## src/rtl/core_pkg.sv

```systemverilog
// Shared decode definitions for the RV32I core: ALU op codes, opcode/funct7
// constants and the decoded-fields record passed from ID to EX.
package core_pkg;

    typedef enum logic [3:0] {
        ALU_ADD   = 4'b0000,
        ALU_SUB   = 4'b0001,
        ALU_SLL   = 4'b0010,
        ALU_SLT   = 4'b0011,
        ALU_SLTU  = 4'b0100,
        ALU_XOR   = 4'b0101,
        ALU_SRL   = 4'b0110,
        ALU_SRA   = 4'b0111,
        ALU_OR    = 4'b1000,
        ALU_AND   = 4'b1001,
        ALU_MUL   = 4'b1011,
        ALU_LUI   = 4'b1100,
        ALU_AUIPC = 4'b1101
    } aluop_e;

    localparam logic [6:0] OPC_OP     = 7'b0110011;
    localparam logic [6:0] OPC_OP_IMM = 7'b0010011;
    localparam logic [6:0] OPC_LUI    = 7'b0110111;
    localparam logic [6:0] OPC_AUIPC  = 7'b0010111;
    localparam logic [6:0] OPC_LOAD   = 7'b0000011;
    localparam logic [6:0] OPC_STORE  = 7'b0100011;

    localparam logic [6:0] F7_BASE   = 7'b0000000;
    localparam logic [6:0] F7_ALT    = 7'b0100000;
    localparam logic [6:0] F7_MULDIV = 7'b0000001;

    typedef struct packed {
        aluop_e      aluop;
        logic [31:0] imm;
        logic        sel_a;
        logic        sel_b;
        logic [4:0]  rs1;
        logic [4:0]  rs2;
        logic [4:0]  rd;
        logic        reg_we;
        logic        mem_rd;
        logic        mem_wr;
        logic        illegal;
    } decoded_t;

    // funct3 -> ALU op shared by OP and OP-IMM; 101 yields SRL, callers upgrade to SRA.
    function automatic aluop_e base_op(input logic [2:0] funct3);
        case (funct3)
            3'b000:  return ALU_ADD;
            3'b001:  return ALU_SLL;
            3'b010:  return ALU_SLT;
            3'b011:  return ALU_SLTU;
            3'b100:  return ALU_XOR;
            3'b101:  return ALU_SRL;
            3'b110:  return ALU_OR;
            default: return ALU_AND;
        endcase
    endfunction

endpackage

```

## src/rtl/id_ex_decode_stage_if.sv

```systemverilog
// IF/ID -> ID/EX bundle. master = upstream fetch/EX side, slave = the decode stage.
interface id_ex_decode_stage_if;
    logic        if_valid;
    logic [31:0] if_inst;
    logic [31:0] if_pc;
    logic        id_ready;
    logic        flush;
    logic        ex_ready;
    logic        ex_valid;
    logic [3:0]  ex_aluop;
    logic [31:0] ex_imm;
    logic        ex_sel_a;
    logic        ex_sel_b;
    logic [4:0]  ex_rs1;
    logic [4:0]  ex_rs2;
    logic [4:0]  ex_rd;
    logic        ex_reg_we;
    logic        ex_mem_rd;
    logic        ex_mem_wr;
    logic [31:0] ex_pc;
    logic        ex_illegal;

    modport master (
        output if_valid, if_inst, if_pc, flush, ex_ready,
        input  id_ready, ex_valid, ex_aluop, ex_imm, ex_sel_a, ex_sel_b,
               ex_rs1, ex_rs2, ex_rd, ex_reg_we, ex_mem_rd, ex_mem_wr,
               ex_pc, ex_illegal
    );

    modport slave (
        input  if_valid, if_inst, if_pc, flush, ex_ready,
        output id_ready, ex_valid, ex_aluop, ex_imm, ex_sel_a, ex_sel_b,
               ex_rs1, ex_rs2, ex_rd, ex_reg_we, ex_mem_rd, ex_mem_wr,
               ex_pc, ex_illegal
    );
endinterface

```

## src/rtl/id_ex_decode_stage_aluop_decoder.sv

```systemverilog
// Combinational RV32I instruction decoder. Define RV32M_MUL_EN to accept MUL
// (funct7 0000001, funct3 000); otherwise that encoding is reported illegal.
module aluop_decoder
    import core_pkg::*;
(
    input  logic [31:0] inst,
    output decoded_t    dec
);

    logic [6:0]  opcode;
    logic [6:0]  funct7;
    logic [2:0]  funct3;
    logic [31:0] imm_i;
    logic [31:0] imm_s;
    logic [31:0] imm_u;
    logic [31:0] imm_sh;

    assign opcode = inst[6:0];
    assign funct3 = inst[14:12];
    assign funct7 = inst[31:25];
    assign imm_i  = {{20{inst[31]}}, inst[31:20]};
    assign imm_s  = {{20{inst[31]}}, inst[31:25], inst[11:7]};
    // U-immediate stays unshifted; EX applies the <<12.
    assign imm_u  = {12'b0, inst[31:12]};
    assign imm_sh = {27'b0, inst[24:20]};

    always_comb begin
        dec     = '0;
        dec.rs1 = inst[19:15];
        dec.rs2 = inst[24:20];
        dec.rd  = inst[11:7];
        case (opcode)
            OPC_OP: begin
                dec.reg_we = 1'b1;
                if (funct7 == F7_BASE)
                    dec.aluop = base_op(funct3);
                else if (funct7 == F7_ALT && funct3 == 3'b000)
                    dec.aluop = ALU_SUB;
                else if (funct7 == F7_ALT && funct3 == 3'b101)
                    dec.aluop = ALU_SRA;
`ifdef RV32M_MUL_EN
                else if (funct7 == F7_MULDIV && funct3 == 3'b000)
                    dec.aluop = ALU_MUL;
`endif
                else begin
                    dec.illegal = 1'b1;
                    dec.reg_we  = 1'b0;
                end
            end
            OPC_OP_IMM: begin
                dec.sel_b  = 1'b1;
                dec.reg_we = 1'b1;
                dec.aluop  = base_op(funct3);
                dec.imm    = (funct3 == 3'b001 || funct3 == 3'b101) ? imm_sh : imm_i;
                if (funct3 == 3'b101 && inst[30])
                    dec.aluop = ALU_SRA;
            end
            OPC_LUI: begin
                dec.aluop  = ALU_LUI;
                dec.imm    = imm_u;
                dec.sel_b  = 1'b1;
                dec.reg_we = 1'b1;
            end
            OPC_AUIPC: begin
                dec.aluop  = ALU_AUIPC;
                dec.imm    = imm_u;
                dec.sel_a  = 1'b1;
                dec.sel_b  = 1'b1;
                dec.reg_we = 1'b1;
            end
            OPC_LOAD: begin
                dec.imm    = imm_i;
                dec.sel_b  = 1'b1;
                dec.mem_rd = 1'b1;
                dec.reg_we = 1'b1;
            end
            OPC_STORE: begin
                dec.imm    = imm_s;
                dec.sel_b  = 1'b1;
                dec.mem_wr = 1'b1;
            end
            default: dec.illegal = 1'b1;
        endcase
    end

endmodule

```

## src/rtl/id_ex_decode_stage.sv

```systemverilog
// Decode stage and ID/EX pipeline register with valid/ready stall and flush.
// Optional MUL decode is enabled by defining RV32M_MUL_EN (see aluop_decoder).
module id_ex_decode_stage
    import core_pkg::*;
#(
    parameter int XLEN = 32
) (
    input  logic                 clk,
    input  logic                 rst,
    id_ex_decode_stage_if.slave  bus
);

    decoded_t        dec;
    decoded_t        stage_q;
    logic [XLEN-1:0] pc_q;
    logic            valid_q;
    logic            load;

    aluop_decoder u_dec (
        .inst (bus.if_inst),
        .dec  (dec)
    );

    // Handshake: a word moves across a boundary on a clock edge where both its
    // valid and ready are high. The stage is ready whenever it is empty or EX is
    // taking the current contents this cycle; ready never looks at if_valid.
    assign bus.id_ready = !valid_q || bus.ex_ready;
    assign load         = bus.if_valid && bus.id_ready;

    always_ff @(posedge clk or posedge rst) begin
        if (rst) begin
            valid_q <= 1'b0;
            stage_q <= '0;
            pc_q    <= '0;
        end else if (bus.flush) begin
            // Kill side effects only; the rest of the payload is left as-is.
            valid_q        <= 1'b0;
            stage_q.reg_we <= 1'b0;
            stage_q.mem_rd <= 1'b0;
            stage_q.mem_wr <= 1'b0;
        end else if (load) begin
            valid_q <= 1'b1;
            stage_q <= dec;
            pc_q    <= bus.if_pc;
        end else if (bus.ex_ready) begin
            valid_q <= 1'b0;
        end
    end

    assign bus.ex_valid   = valid_q;
    assign bus.ex_aluop   = stage_q.aluop;
    assign bus.ex_imm     = stage_q.imm;
    assign bus.ex_sel_a   = stage_q.sel_a;
    assign bus.ex_sel_b   = stage_q.sel_b;
    assign bus.ex_rs1     = stage_q.rs1;
    assign bus.ex_rs2     = stage_q.rs2;
    assign bus.ex_rd      = stage_q.rd;
    assign bus.ex_reg_we  = stage_q.reg_we;
    assign bus.ex_mem_rd  = stage_q.mem_rd;
    assign bus.ex_mem_wr  = stage_q.mem_wr;
    assign bus.ex_pc      = pc_q;
    assign bus.ex_illegal = stage_q.illegal;

endmodule

```

## src/flat_wrapper.sv

```systemverilog
// flat-port wrapper written by rule: the top's interface ports become plain ports
module id_ex_decode_stage_flat import core_pkg::*;
#(
    parameter int XLEN = 32
)
  (clk, rst, bus_if_valid, bus_if_inst, bus_if_pc, bus_flush, bus_ex_ready, bus_id_ready, bus_ex_valid, bus_ex_aluop, bus_ex_imm, bus_ex_sel_a, bus_ex_sel_b, bus_ex_rs1, bus_ex_rs2, bus_ex_rd, bus_ex_reg_we, bus_ex_mem_rd, bus_ex_mem_wr, bus_ex_pc, bus_ex_illegal);
  id_ex_decode_stage_if bus_i ();
  input  logic clk;
  input  logic rst;
  input wire logic [$bits(bus_i.if_valid)-1:0] bus_if_valid;
  input wire logic [$bits(bus_i.if_inst)-1:0] bus_if_inst;
  input wire logic [$bits(bus_i.if_pc)-1:0] bus_if_pc;
  input wire logic [$bits(bus_i.flush)-1:0] bus_flush;
  input wire logic [$bits(bus_i.ex_ready)-1:0] bus_ex_ready;
  output wire logic [$bits(bus_i.id_ready)-1:0] bus_id_ready;
  output wire logic [$bits(bus_i.ex_valid)-1:0] bus_ex_valid;
  output wire logic [$bits(bus_i.ex_aluop)-1:0] bus_ex_aluop;
  output wire logic [$bits(bus_i.ex_imm)-1:0] bus_ex_imm;
  output wire logic [$bits(bus_i.ex_sel_a)-1:0] bus_ex_sel_a;
  output wire logic [$bits(bus_i.ex_sel_b)-1:0] bus_ex_sel_b;
  output wire logic [$bits(bus_i.ex_rs1)-1:0] bus_ex_rs1;
  output wire logic [$bits(bus_i.ex_rs2)-1:0] bus_ex_rs2;
  output wire logic [$bits(bus_i.ex_rd)-1:0] bus_ex_rd;
  output wire logic [$bits(bus_i.ex_reg_we)-1:0] bus_ex_reg_we;
  output wire logic [$bits(bus_i.ex_mem_rd)-1:0] bus_ex_mem_rd;
  output wire logic [$bits(bus_i.ex_mem_wr)-1:0] bus_ex_mem_wr;
  output wire logic [$bits(bus_i.ex_pc)-1:0] bus_ex_pc;
  output wire logic [$bits(bus_i.ex_illegal)-1:0] bus_ex_illegal;
  assign bus_i.if_valid = bus_if_valid;
  assign bus_i.if_inst = bus_if_inst;
  assign bus_i.if_pc = bus_if_pc;
  assign bus_i.flush = bus_flush;
  assign bus_i.ex_ready = bus_ex_ready;
  assign bus_id_ready = bus_i.id_ready;
  assign bus_ex_valid = bus_i.ex_valid;
  assign bus_ex_aluop = bus_i.ex_aluop;
  assign bus_ex_imm = bus_i.ex_imm;
  assign bus_ex_sel_a = bus_i.ex_sel_a;
  assign bus_ex_sel_b = bus_i.ex_sel_b;
  assign bus_ex_rs1 = bus_i.ex_rs1;
  assign bus_ex_rs2 = bus_i.ex_rs2;
  assign bus_ex_rd = bus_i.ex_rd;
  assign bus_ex_reg_we = bus_i.ex_reg_we;
  assign bus_ex_mem_rd = bus_i.ex_mem_rd;
  assign bus_ex_mem_wr = bus_i.ex_mem_wr;
  assign bus_ex_pc = bus_i.ex_pc;
  assign bus_ex_illegal = bus_i.ex_illegal;
  id_ex_decode_stage #(.XLEN(XLEN)) u_core (.clk(clk), .rst(rst), .bus(bus_i));
endmodule
```

## config.mk

```make
export PLATFORM = sky130hd
export DESIGN_NAME = id_ex_decode_stage_flat
export DESIGN_NICKNAME = d
export VERILOG_FILES = /design/src/rtl/core_pkg.sv /design/src/rtl/id_ex_decode_stage_if.sv /design/src/rtl/id_ex_decode_stage_aluop_decoder.sv /design/src/rtl/id_ex_decode_stage.sv /design/src/flat_wrapper.sv
export SDC_FILE = /design/constraint.sdc
export NUM_CORES = 1
export LEC_CHECK = 0
export ABC_AREA = 1
export BUFFER_PORTS_ARGS = -buffer_cell sky130_fd_sc_hd__buf_2
export CAP_MARGIN = 20
export CORE_UTILIZATION = 45
export CTS_BUF_LIST = sky130_fd_sc_hd__clkbuf_8
export CTS_CLUSTER_SIZE = 40
export DETAILED_ROUTE_END_ITERATION = 6
export PLACE_DENSITY = 0.84
export SLEW_MARGIN = 40
export SYNTH_ARGS = -nofsm -noshare
export SYNTH_HDL_FRONTEND = slang
export SYNTH_SLANG_ARGS = --single-unit
```

## constraint.sdc

```tcl
create_clock -name clk -period 7.7 [get_ports clk]
set_clock_uncertainty 0.05 [all_clocks]
set_input_delay 1.54 -clock clk [delete_from_list [all_inputs] [get_ports clk]]
set_output_delay 1.54 -clock clk [all_outputs]
set_load 0.02 [all_outputs]
```

# [After elaboration in Yosys (flattened, before gate mapping)]
# Index checks and enable logic that the tools add are counted.
[classes] mux=25 n_bitwise=1 reduce_logical=15 eq_ne=13
[ops] op="one-hot mux 32 bit (4 select lines)" n=1
[ops] op="2-to-1 mux 32 bit" n=1
[ops] op="== test 7 x 6 -> 1 bit, second input constant" n=4
[ops] op="one-hot mux 4 bit (7 select lines)" n=1
[ops] op="2-to-1 mux 4 bit" n=4
[ops] op="one-hot mux 4 bit (4 select lines)" n=1
[ops] op="== test 7 x 5 -> 1 bit, second input constant" n=2
[ops] op="2-to-1 mux 1 bit" n=13
[ops] op="== test 3 bit, second input constant" n=3
[ops] op="== test 7 x 2 -> 1 bit, second input constant" n=1
[ops] op="logical NOT 7 bit" n=1
[ops] op="== test 3 x 2 -> 1 bit, second input constant" n=2
[ops] op="2-to-1 mux 3 bit" n=2
[ops] op="OR reduction 5 bit" n=1
[ops] op="logical AND 1 bit" n=4
[ops] op="one-hot mux 1 bit (2 select lines)" n=2
[ops] op="OR reduction 4 bit" n=1
[ops] op="== test 3 x 1 -> 1 bit, second input constant" n=1
[ops] op="logical NOT 3 bit" n=1
[ops] op="nonzero test 3 bit" n=1
[ops] op="logical OR 1 bit" n=2
[ops] op="AND reduction 2 bit" n=1
[ops] op="nonzero test 2 bit" n=1
[ops] op="OR reduction 2 bit" n=1
[ops] op="other kinds (2)" n=2
[word_totals] out_inout_bits=91 reg_bits=90

# [Longest topological paths before layout]
# Gate-level depths: netlist (run 1).
[depth] ltp_word=8 mapped_depth=10

# [Modules after synthesis]
# A second synthesis (run 1) with hierarchy kept.
[unflattened] hier_cells=569 hier_area_um2=4601.9
[by_module_without_submodules] mod="id_ex_decode_stage" seq_area_each_um2=2252.2 n_inst=1 cells_each=404 area_per_inst_um2=3749.8
[by_module_without_submodules] mod="aluop_decoder" seq_area_each_um2=0.0 n_inst=1 cells_each=165 area_per_inst_um2=852.1

# [Worst setup path after synthesis (run 1)]
# No wires, ideal clock.
[synth_timing] path_type="input to output" startpoint="input port bus_ex_ready" endpoint="output port bus_id_ready" n_path_buf=0 path_slack_ns=4.377 cell_stages=2 required_time_ns=6.110 arrival_time_ns=1.733 path_cell_list="inv_1 -> nand2_1"
[synth_via] elab_chain_cells=1
[synth_lines] element="start, declared" line_no="flat_wrapper.sv:14" source="input wire logic [$bits(bus_i.ex_ready)-1:0] bus_ex_ready;"
[synth_lines] element="logical OR 1 bit" line_no="id_ex_decode_stage.sv:27" source="assign bus.id_ready = !valid_q || bus.ex_ready;"
[synth_lines] element="end, declared" line_no="flat_wrapper.sv:15" source="output wire logic [$bits(bus_i.id_ready)-1:0] bus_id_ready;"
# No other way between the ends.

# [Worst setup path in the final report (run 1)]
# Same ends and word-level chain as after synthesis.

==> results of run 1 <==
-- layout make-up --
class,count,area (um2),share of cell area
flip-flops and latches,79,1980,0.421
clock buffers,11,151,0.0322
inverters,31,120,0.0256
multi-input cells,338,1460,0.311
repair buffers,161,815,0.173
well taps,102,128,0.0272
clock inverters,4,45.0,0.00959
-- worst max-delay path: cells and delay by family --
kind                   cells  cell delay, ns
buffers and inverters      3            0.31
and+or+nand+nor            1            0.06
-- power breakdown --
group	internal, mW	switching, mW	total, mW
combinational	0.0626	0.130	0.192
clock	0.164	0.141	0.305
sequential	0.454	0.0218	0.476
total	0.681	0.293	0.973
-- routing by layer --
layer,track usage,part of all wire,vias to the layer above
met2,0.378,0.47,159
li1,-,-,1770
met1,0.321,0.42,1638
met5,0,0,-
met4,0.0795,0.015,0
met3,0.0665,0.091,19
-- flip-flops by register name (all words and copies together), names as in the netlist --
name,count
u_core.bus.ex_mem_rd,1
u_core.bus.ex_rs2,5
u_core.bus.ex_sel_a,1
u_core.bus.ex_imm,21
u_core.bus.ex_rd,5
u_core.bus.ex_illegal,1
u_core.bus.ex_mem_wr,1
u_core.bus.ex_reg_we,1
u_core.bus.ex_sel_b,1
u_core.bus.ex_valid,1
u_core.bus.ex_pc,32
u_core.bus.ex_aluop,4
u_core.bus.ex_rs1,5
-- metrics by stage --
stage                     std cells  utilization
after floorplan                 475            -
after global placement          711        0.573
after detailed placement        711        0.573
after CTS                       726        0.598
after global routing            726        0.598
final                           726        0.598
-- layout by cell type, fill, tap and decap left out, drive strengths merged, types with 7 or more instances in the layout --
master,netlist,layout
a21oi,11,11
buf,17,161
clkbuf,10,11
dfrtp,79,79
inv,31,30
nand2,238,238
nand3,24,24
nand4,7,7
nor2,14,14
o21ai,36,36
-- worst max-delay path by stage --
stage | to | from | slack, ns
detailed placement | bus_id_ready | bus_ex_ready | 4.20
CTS | bus_id_ready | bus_ex_ready | 4.20
floorplan | u_core.bus.ex_aluop[0] | rst | 4.09
global placement | bus_id_ready | bus_ex_ready | 4.21
finish | bus_id_ready | bus_ex_ready | 4.20
global route | bus_id_ready | bus_ex_ready | 4.16
-- cell families after synthesis --
logic type	after synthesis	synth area share
compound gates	52	0.0793
buf+inv	58	0.0733
flops	79	0.533
simple gates	286	0.314
==> results.md, run 1 <==
- Post-synth top cells: nand2_1 (236), dfrtp_1 (79), inv_1 (25), o21ai_0 (24), nand3_1 (23)
- Routed via count: 3586
- Starting density of the core: 0.472
- Final setup violation count: 0
- Cell area after layout: 0.00470 mm2
- Vias in the first global route: 3314
- Count of nets left with antenna violations after detail routing: 0
- Residual DRC count: 0
- Worst setup timing slack at the placement stage: 4.20 ns
- IO Port Bufs: 159
- GRT overflow: 0
- Classification of the worst setup path: input pin to output pin
- Most common cell in the netlist: nand2_1
- Most common flop cell mapped by yosys: dfrtp_1
- Unique masters post-synth: 25
- Die H: 92.8 um
- Delay of the slowest cell on the worst path: 0.16 ns
- Cell Area, Synth: 0.00371 mm2
- Final hold viol count: 0
- Routed vias/inst: 4.94
- Number of iterations in the first detailed-routing pass: 4
- Maximum Capacitance Violations: 0
- Resize count post-CTS: 0
- Worst hold slack across all endpoints: 0.428 ns
- Hold buffer count at CTS: 0
- Slowest CP cell: buf_2
- Total Power: 0.973 mW
- Minimum setup slack in the final design: 4.20 ns
- Total leakage power: 2.87 nW
- Yosys top cell area share: 0.533
- CTS H-tree lvls: 3
- Number of rows in the core area: 32
- Status: completed
- Setup bufs post-CTS: 0
- Critical Path Fanout Max: 2
- Detailed Route Iter0 Violations: 242
- Clock tree from TritonCTS: built
- Total Negative Setup Slacks: 0 ns
- Setup crit end kind: output pin
- Reg-to-reg critical path startpoint: u_core.bus.ex_valid
- Part of the cycle the worst path needs: 0.455
- Crit path top cell by count: buf_2
- Standard cell core area: 0.00785 mm2
- Number of filler instances in the final layout: 738
- Ratio of cells with drive above 1 in the final layout: 0.313
- Width of the die: 92.8 um
- Clock-pin slew of the registers on the worst-case setup and hold paths: 0.07 ns
- Area growth from synthesis to final layout: 26.7%
- EDFF count, synth: 0
- Buffer levels on the longest clock path: 2
- Ys async rst share: 1.00
- Register-to-register setup slack: 5.99 ns
- Unrepaired setup endpoints after global routing: no
- Cell types occupying the most area after synthesis: dfrtp_1 (53%), nand2_1 (24%), o21ai_0 (3.2%), nand3_1 (3.1%), inv_1 (2.5%)
- Type of the most critical hold path: flop to flop
- Number of clock sinks: 79
- Syn Nets: 544
- Antenna violations before repair: 0
- CP Launch Type: input pin
- I/O pin cnt: 160
- First-pass GRT wire length: 16.0 mm
- Final #Nets: 689
- Maximum operating frequency: 0.286 GHz
- Worst path required time: 6.11 ns
- Avg Inst Size Synth: 7.80 um2
- Minimum period implied by the final worst setup slack: 3.50 ns
- Depth of the most critical reg-to-reg path: 6
- Min-Delay Endpoint: u_core.bus.ex_imm[1]
- Largest area contributor in the synthesized netlist: dfrtp_1
- CTS root buffer: clkbuf_8
- Insertion delay of the later-clocked pin in the worst-skew pair: 0.34 ns
- Sequential cell area fraction in the yosys report: 0.533
- Maximum number of pins on one net before global-route repair: 82
- Worst-case vdd ir drop: 0.000118 V
- Slew at the pin with the worst max-slew slack: 0.771 ns
- Antenna cell count: 0
- Hold Path Depth: 2
- Dpl hpwl: 6.77 mm
- Yosys warning total: 0
- Standard cell area after detailed placement: 0.00450 mm2
- Data arrival time of the critical path: 1.91 ns
- Gate count after technology mapping: 475
- Number of buffers inserted during clock tree synthesis: 9
- Endpoint of the lowest-slack register-to-register path: u_core.bus.ex_illegal
- Slew Limit Fails: 0
- Max_slew headroom: 0.486
- Floorplan die area: 0.00860 mm2
- Sum of routed wire length over all layers: 9.67 mm
- All-Layer GR Usage: 0.240
- Start point of the worst min-delay path: u_core.bus.ex_imm[1]
- Total power density per cell area: 207 mW/mm2
- Sequence of cells on the critical path: buf_2 > inv_1 > nand2_1 > buf_2
- Drt wl/cell: 13.3 um
- Routability congestion estimate from global placement: 0.901
- Count of state elements after synthesis: 79
(Power assumes the default switching activity.)
==> run 2: changes to the inputs <==
--- a/config.mk
+++ b/config.mk
@@ -8,11 +8,11 @@
 export ABC_AREA = 1
 export BUFFER_PORTS_ARGS = -buffer_cell sky130_fd_sc_hd__buf_2
 export CAP_MARGIN = 20
-export CORE_UTILIZATION = 45
+export CORE_UTILIZATION = 44
 export CTS_BUF_LIST = sky130_fd_sc_hd__clkbuf_8
 export CTS_CLUSTER_SIZE = 40
 export DETAILED_ROUTE_END_ITERATION = 6
-export PLACE_DENSITY = 0.84
+export PLACE_DENSITY = 0.86
 export SLEW_MARGIN = 40
 export SYNTH_ARGS = -nofsm -noshare
 export SYNTH_HDL_FRONTEND = slang
==> constraint.sdc (replaced) <==
create_clock -name clk -period 3 [get_ports clk]
set_clock_uncertainty 0.05 [all_clocks]
set_input_delay 0.6 -clock clk [delete_from_list [all_inputs] [get_ports clk]]
set_output_delay 0.6 -clock clk [all_outputs]
set_load 0.02 [all_outputs]
==> results.md, run 2 (synthesis results as in run 1) <==
- Slew at the pin with the worst max-slew slack: 0.765 ns (-0.00608 ns)
- CTS H-tree lvls: 3 (unchanged)
- Number of buffers inserted during clock tree synthesis: 9 (unchanged)
- Critical Path Fanout Max: 13 (+11)
- Type of the most critical hold path: input pin to async pin
- Standard cell core area: 0.00818 mm2 (+4.2%)
- Insertion delay of the later-clocked pin in the worst-skew pair: 0.34 ns (about the same)
- Count of nets left with antenna violations after detail routing: 0 (unchanged)
- Routability congestion estimate from global placement: 0.911 (+1.1%)
- Proportion of power drawn by combinational gates: 0.194 (-0.003)
- GRT overflow: 0 (unchanged)
- Routed vias/inst: 4.96 (+0.34%)
- Detailed Route Iter0 Violations: 179 (-26%)
- Final hold viol count: 0 (unchanged)
- Setup crit end kind: output pin
- Delay of the slowest cell on the worst path: 0.53 ns (+0.37 ns)
- Part of the cycle the worst path needs: 0.587
- Number of filler instances in the final layout: 778 (+5.4%)
- Number of rows in the core area: 33 (+3.1%)
- Die H: 93.8 um (+1.1%)
- Dpl hpwl: 7.17 mm (+5.9%)
- CP Launch Type: flop
- Unrepaired setup endpoints after global routing: no
- Number of iterations in the first detailed-routing pass: 5 (+1)
- Maximum Capacitance Violations: 0 (unchanged)
- Maximum number of pins on one net before global-route repair: 82 (unchanged)
- Fraction of power spent switching nets: 0.301 (about the same)
- Total power density per cell area: 541 mW/mm2 (+160%)
- Drt wl/cell: 13.3 um (-0.35%)
- Slowest CP cell: dfrtp_1
- Sum of routed wire length over all layers: 9.72 mm (+0.61%)
- Sequence of cells on the critical path: buf_2
- P_int: 1.79 mW (+160%)
- Buffer levels on the longest clock path: 2 (unchanged)
- Ratio of cells with drive above 1 in the final layout: 0.315 (+0.00279)
- Final setup violation count: 0 (unchanged)
- Worst hold slack across all endpoints: 0.242 ns (-0.186 ns)
- Routed via count: 3633 (+1.3%)
- Setup bufs post-CTS: 0 (unchanged)
- Highest-count cells in the layout ignoring fill and taps: nand2_1 (235), buf_2 (159), dfrtp_1 (79)
- Floorplan die area: 0.00879 mm2 (+2.2%)
- Vias in the first global route: 3296 (-0.54%)
- Residual DRC count: 0 (unchanged)
- Classification of the worst setup path: flop to output pin
- CTS root buffer: clkbuf_8
- Slew Limit Fails: 0 (unchanged)
- Family of cells with the greatest summed delay on the critical path: flip-flops
- Clock tree from TritonCTS: built
- I/O pin cnt: 160 (unchanged)
- Antenna violations before repair: 0 (unchanged)
- Final #Nets: 692 (+0.44%)
- Maximum operating frequency: 0.568 GHz
- Non-filler instance count after layout: 733 (+0.96%)
- Total leakage power: 2.89 nW (+0.56%)
- Clk pwr share: 0.330 (+0.016)
- Data arrival time of the critical path: 1.11 ns (-0.80 ns)
- IO Port Bufs: 159 (unchanged)
- Standard cell area after detailed placement: 0.00452 mm2 (+0.44%)
- Switching pwr: 0.771 mW (+160%)
- Cell area after layout: 0.00473 mm2 (+0.80%)
- Starting density of the core: 0.453 (-0.0189)
- Number of clock sinks: 79 (unchanged)
- DP Cell Count: 717 (+0.84%)
- Area growth from synthesis to final layout: 27.7%
- Antenna cell count: 0 (unchanged)
- First-pass GRT wire length: 15.4 mm (-3.6%)
- Total Negative Setup Slacks: 0 ns (unchanged)
- Number of buffers and inverters on the critical path: 1 (-2)
- Worst-case vdd ir drop: 0.000265 V (+130%)
- Worst path required time: 2.35 ns (-3.76 ns)
- Width of the die: 93.8 um (+1.1%)
- Resize count post-CTS: 0 (unchanged)
- All-Layer GR Usage: 0.228 (-0.0125)
- Clock-pin slew of the registers on the worst-case setup and hold paths: 0.08 ns (about the same)
- Max reg flops: 32 (unchanged)
- Leading cell type in the layout, fill and taps excluded: nand2_1
- Max_slew headroom: 0.490 (+0.00406)
- Sequential power share: 0.476 (-0.013)
- Status: completed
- Minimum period implied by the final worst setup slack: 1.76 ns
- Hold buffer count at CTS: 0 (unchanged)
[run 2: changes by cell type in the layout (fill, tap and decap cells not counted), sizes merged]
cell      delta
clkinv       -2
inv          +2
clkinvlp     +2
bufinv       +1
clkbuf       -2
buf          +3
[run 2: power by group through the flow]
stage	sequential, mW	combinational, mW	clock [mW]
2_1_floorplan	1.37	0.167	0
3_3_place_gp	1.24	0.489	0
3_5_place_dp	1.24	0.502	0
4_1_cts	1.22	0.502	0.865
5_1_grt	1.23	0.548	0.917
6_report	1.22	0.497	0.845
[run 2: final timing paths]
path | start | endpoint | slack (ns) | cells after the start
min in group clk | bus_flush | u_core.bus.ex_valid | 0.36 | 2
worst min-delay path | rst | u_core.bus.ex_pc[15] | 0.24 | 2
max in group asynchronous | rst | u_core.bus.ex_pc[8] | 1.96 | 3
worst min register to register | u_core.bus.ex_imm[11] | u_core.bus.ex_imm[11] | 0.42 | 2
worst max register to register | u_core.bus.ex_valid | u_core.bus.ex_illegal | 1.35 | 6
worst max-delay path | u_core.bus.ex_imm[30] | bus_ex_imm[30] | 1.24 | 1
[run 2: metal layers]
metal,part of all wire,GRT usage,vias up
met4,0.026,0.115,0
met2,0.48,0.365,175
met5,0,0,-
met1,0.41,0.285,1662
li1,-,-,1774
met3,0.083,0.0558,22
[run 2: layout make-up]
class / instances / area, um2 / share of cell area
inverter: 31 / 119 / 0.0251
tap: 105 / 131 / 0.0278
multi-input combinational: 338 / 1460 / 0.308
sequential: 79 / 1980 / 0.418
timing repair buffer: 164 / 833 / 0.176
clock inverter: 7 / 88.8 / 0.0188
clock buffer: 9 / 124 / 0.0262
[run 2: worst reg2reg max path: stages (launching register included)]
cell and delay, ns:
dfrtp_1 0.39, a21oi_1 0.22, nand2_2 0.09, inv_2 0.29, buf_4 0.35, o21ai_0 0.11
nor2_1 0.09
[run 2: through the flow]
| step | setup WS (ns) | power, mW | util |
|---|---|---|---|
| after floorplan | 0.327 | 1.53 | - |
| after global routing | 1.14 | 2.70 | 0.579 |
| final | 1.24 | 2.56 | 0.579 |
| after detailed placement | 1.01 | 1.74 | 0.553 |
| after global placement | 1.07 | 1.72 | 0.553 |
| after CTS | 1.20 | 2.59 | 0.579 |
==> run 3: changes to the inputs <==
--- a/config.mk
+++ b/config.mk
@@ -8,11 +8,11 @@
 export ABC_AREA = 1
 export BUFFER_PORTS_ARGS = -buffer_cell sky130_fd_sc_hd__buf_2
 export CAP_MARGIN = 20
-export CORE_UTILIZATION = 44
+export CORE_UTILIZATION = 45
 export CTS_BUF_LIST = sky130_fd_sc_hd__clkbuf_8
 export CTS_CLUSTER_SIZE = 40
 export DETAILED_ROUTE_END_ITERATION = 6
-export PLACE_DENSITY = 0.86
+export PLACE_DENSITY = 0.84
 export SLEW_MARGIN = 40
 export SYNTH_ARGS = -nofsm -noshare
 export SYNTH_HDL_FRONTEND = slang
==> constraint.sdc (replaced) <==
create_clock -name clk -period 1.8 [get_ports clk]
set_clock_uncertainty 0.05 [all_clocks]
set_input_delay 0.36 -clock clk [delete_from_list [all_inputs] [get_ports clk]]
set_output_delay 0.36 -clock clk [all_outputs]
set_load 0.02 [all_outputs]
==> results.md, run 3 (synthesis results as in run 1) <==
- Status: completed
- Worst setup timing slack at the placement stage: 0.159 ns (-0.855 ns)
- Insertion delay of the later-clocked pin in the worst-skew pair: 0.33 ns (about the same)
- First-pass GRT wire length: 15.6 mm (+1.5%)
- DP Cell Count: 718 (+0.14%)
- GRT overflow: 0 (unchanged)
- CP Launch Type: flop
- Vias in the first global route: 3247 (-1.5%)
- Register-to-register setup slack: 0.24 ns (-1.11 ns)
- Routed vias/inst: 4.93 (-0.44%)
- Unrepaired setup endpoints after global routing: no
- Number of rows in the core area: 32 (-3.0%)
- IO Port Bufs: 159 (unchanged)
- Number of buffers inserted during clock tree synthesis: 9 (unchanged)
- Area growth from synthesis to final layout: 29.0%
- Dpl hpwl: 7.52 mm (+4.9%)
- Count of nets left with antenna violations after detail routing: 0 (unchanged)
- CTS H-tree lvls: 3 (unchanged)
- Drt wl/cell: 13.4 um (+0.69%)
- Final hold viol count: 0 (unchanged)
- Clock-pin slew of the registers on the worst-case setup and hold paths: 0.08 ns (about the same)
- Sum of routed wire length over all layers: 9.79 mm (+0.69%)
- Floorplan die area: 0.00860 mm2 (-2.2%)
- Number of clock sinks: 79 (unchanged)
- Data arrival time of the critical path: 1.73 ns (+0.62 ns)
- Slowest CP cell: dfrtp_1
- Die H: 92.8 um (-1.1%)
- Max reg flops: 32 (unchanged)
- Detailed Route Iter0 Violations: 304 (+70%)
- CTS root buffer: clkbuf_8
- Worst-case vdd ir drop: 0.000463 V (+75%)
- Antenna cell count: 0 (unchanged)
- Number of iterations in the first detailed-routing pass: 5 (unchanged)
- Classification of the worst setup path: flop to flop
- I/O pin cnt: 160 (unchanged)
- Max_slew headroom: 0.636 (+0.146)
- Maximum Capacitance Violations: 0 (unchanged)
- Total power density per cell area: 873 mW/mm2 (+61%)
- Width of the die: 92.8 um (-1.1%)
- Hold buffer count at CTS: 0 (unchanged)
- Slew Limit Fails: 0 (unchanged)
- Depth of the most critical reg-to-reg path: 5 (-1)
- Starting density of the core: 0.472 (+0.0189)
- Buffer levels on the longest clock path: 2 (unchanged)
- Critical Path Fanout Max: 53 (+40)
- Routability congestion estimate from global placement: 0.926 (+1.7%)
- Clock tree from TritonCTS: built
- Highest-count cells in the layout ignoring fill and taps: nand2_1 (235), buf_2 (159), dfrtp_1 (79)
- Resize count post-CTS: 0 (unchanged)
- Crit path top cell by count: a21oi_1
- Non-filler instance count after layout: 733 (unchanged)
- Routed via count: 3617 (-0.44%)
- Sequence of cells on the critical path: a21oi_1 > nand2_2 > buf_4 > a21oi_1 > nor2_1
- Worst path required time: 1.97 ns (-0.38 ns)
- Final #Nets: 696 (+0.58%)
- Setup crit end kind: flop
- Ratio of cells with drive above 1 in the final layout: 0.320 (+0.00484)
- Minimum period implied by the final worst setup slack: 1.56 ns
- Standard cell area after detailed placement: 0.00459 mm2 (+1.5%)
- Number of filler instances in the final layout: 697 (-10%)
- All-Layer GR Usage: 0.234 (+0.00598)
- Cell area after layout: 0.00478 mm2 (+1.0%)
- Standard cell core area: 0.00785 mm2 (-4.0%)
- Minimum setup slack in the final design: 0.238 ns (-1.00 ns)
- Total Negative Setup Slacks: 0 ns (unchanged)
- Final setup violation count: 0 (unchanged)
- Endpoint of the lowest-slack register-to-register path: u_core.bus.ex_illegal
- Delay of the slowest cell on the worst path: 0.39 ns (-0.14 ns)
- Setup bufs post-CTS: 0 (unchanged)
- Leading cell type in the layout, fill and taps excluded: nand2_1
- Type of the most critical hold path: input pin to async pin
- Part of the cycle the worst path needs: 0.868
- Maximum number of pins on one net before global-route repair: 54 (-34%)
- Reg-to-reg critical path startpoint: u_core.bus.ex_valid
- Total leakage power: 2.90 nW (+0.59%)
- Maximum operating frequency: 0.640 GHz
- Antenna violations before repair: 0 (unchanged)
- Residual DRC count: 0 (unchanged)
- Slew at the pin with the worst max-slew slack: 0.545 ns (-0.220 ns)
- Worst hold slack across all endpoints: 0.0257 ns (-0.217 ns)
## run 3: how the worst max path moves through the flow
stage / end / from / slack, ns
final: u_core.bus.ex_illegal / u_core.bus.ex_valid / 0.24
after CTS: bus_ex_imm[27] / u_core.bus.ex_imm[30] / 0.26
after global routing: u_core.bus.ex_illegal / u_core.bus.ex_valid / 0.15
after global placement: u_core.bus.ex_reg_we / bus_if_inst[1] / 0.19
after detailed placement: u_core.bus.ex_imm[14] / bus_if_inst[3] / 0.16
after floorplan: u_core.bus.ex_imm[10] / u_core.bus.ex_valid / 0.41
## run 3: through the flow
stage	util	power, mW
2_1_floorplan	-	2.55
3_3_place_gp	0.584	2.89
3_5_place_dp	0.584	2.92
4_1_cts	0.609	4.22
5_1_grt	0.609	4.39
6_report	0.609	4.17
## run 3: layout make-up
| class | count | area [um2] | area share |
|---|---|---|---|
| tap | 102 | 128 | 0.0267 |
| clock inverter | 5 | 58.8 | 0.0123 |
| inverter | 31 | 120 | 0.0251 |
| timing repair buffer | 168 | 901 | 0.188 |
| clock buffer | 10 | 138 | 0.0288 |
| sequential | 79 | 1980 | 0.413 |
| multi-input combinational | 338 | 1460 | 0.305 |
## run 3: routing by layer
layer  share of wire  global-route usage  vias up
met1            0.42               0.304     1637
met2            0.48               0.381      175
met5               0                   0        -
met3           0.077              0.0435       24
li1                -                   -     1781
met4           0.024               0.103        0
## run 3: power breakdown
group	switching [mW]	total, mW	internal (mW)
sequential	0.0938	2.04	1.94
clock	0.621	1.29	0.671
combinational	0.560	0.846	0.286
total	1.28	4.17	2.90
## run 3: worst max-delay path: cells and delay by family (launching register included)
| kind | cells | cell delay [ns] |
|---|---|---|
| AOI/OAI and AO/OA | 2 | 0.49 |
| DFF | 1 | 0.39 |
| buffers and inverters | 1 | 0.30 |
| and+or+nand+nor | 2 | 0.19 |
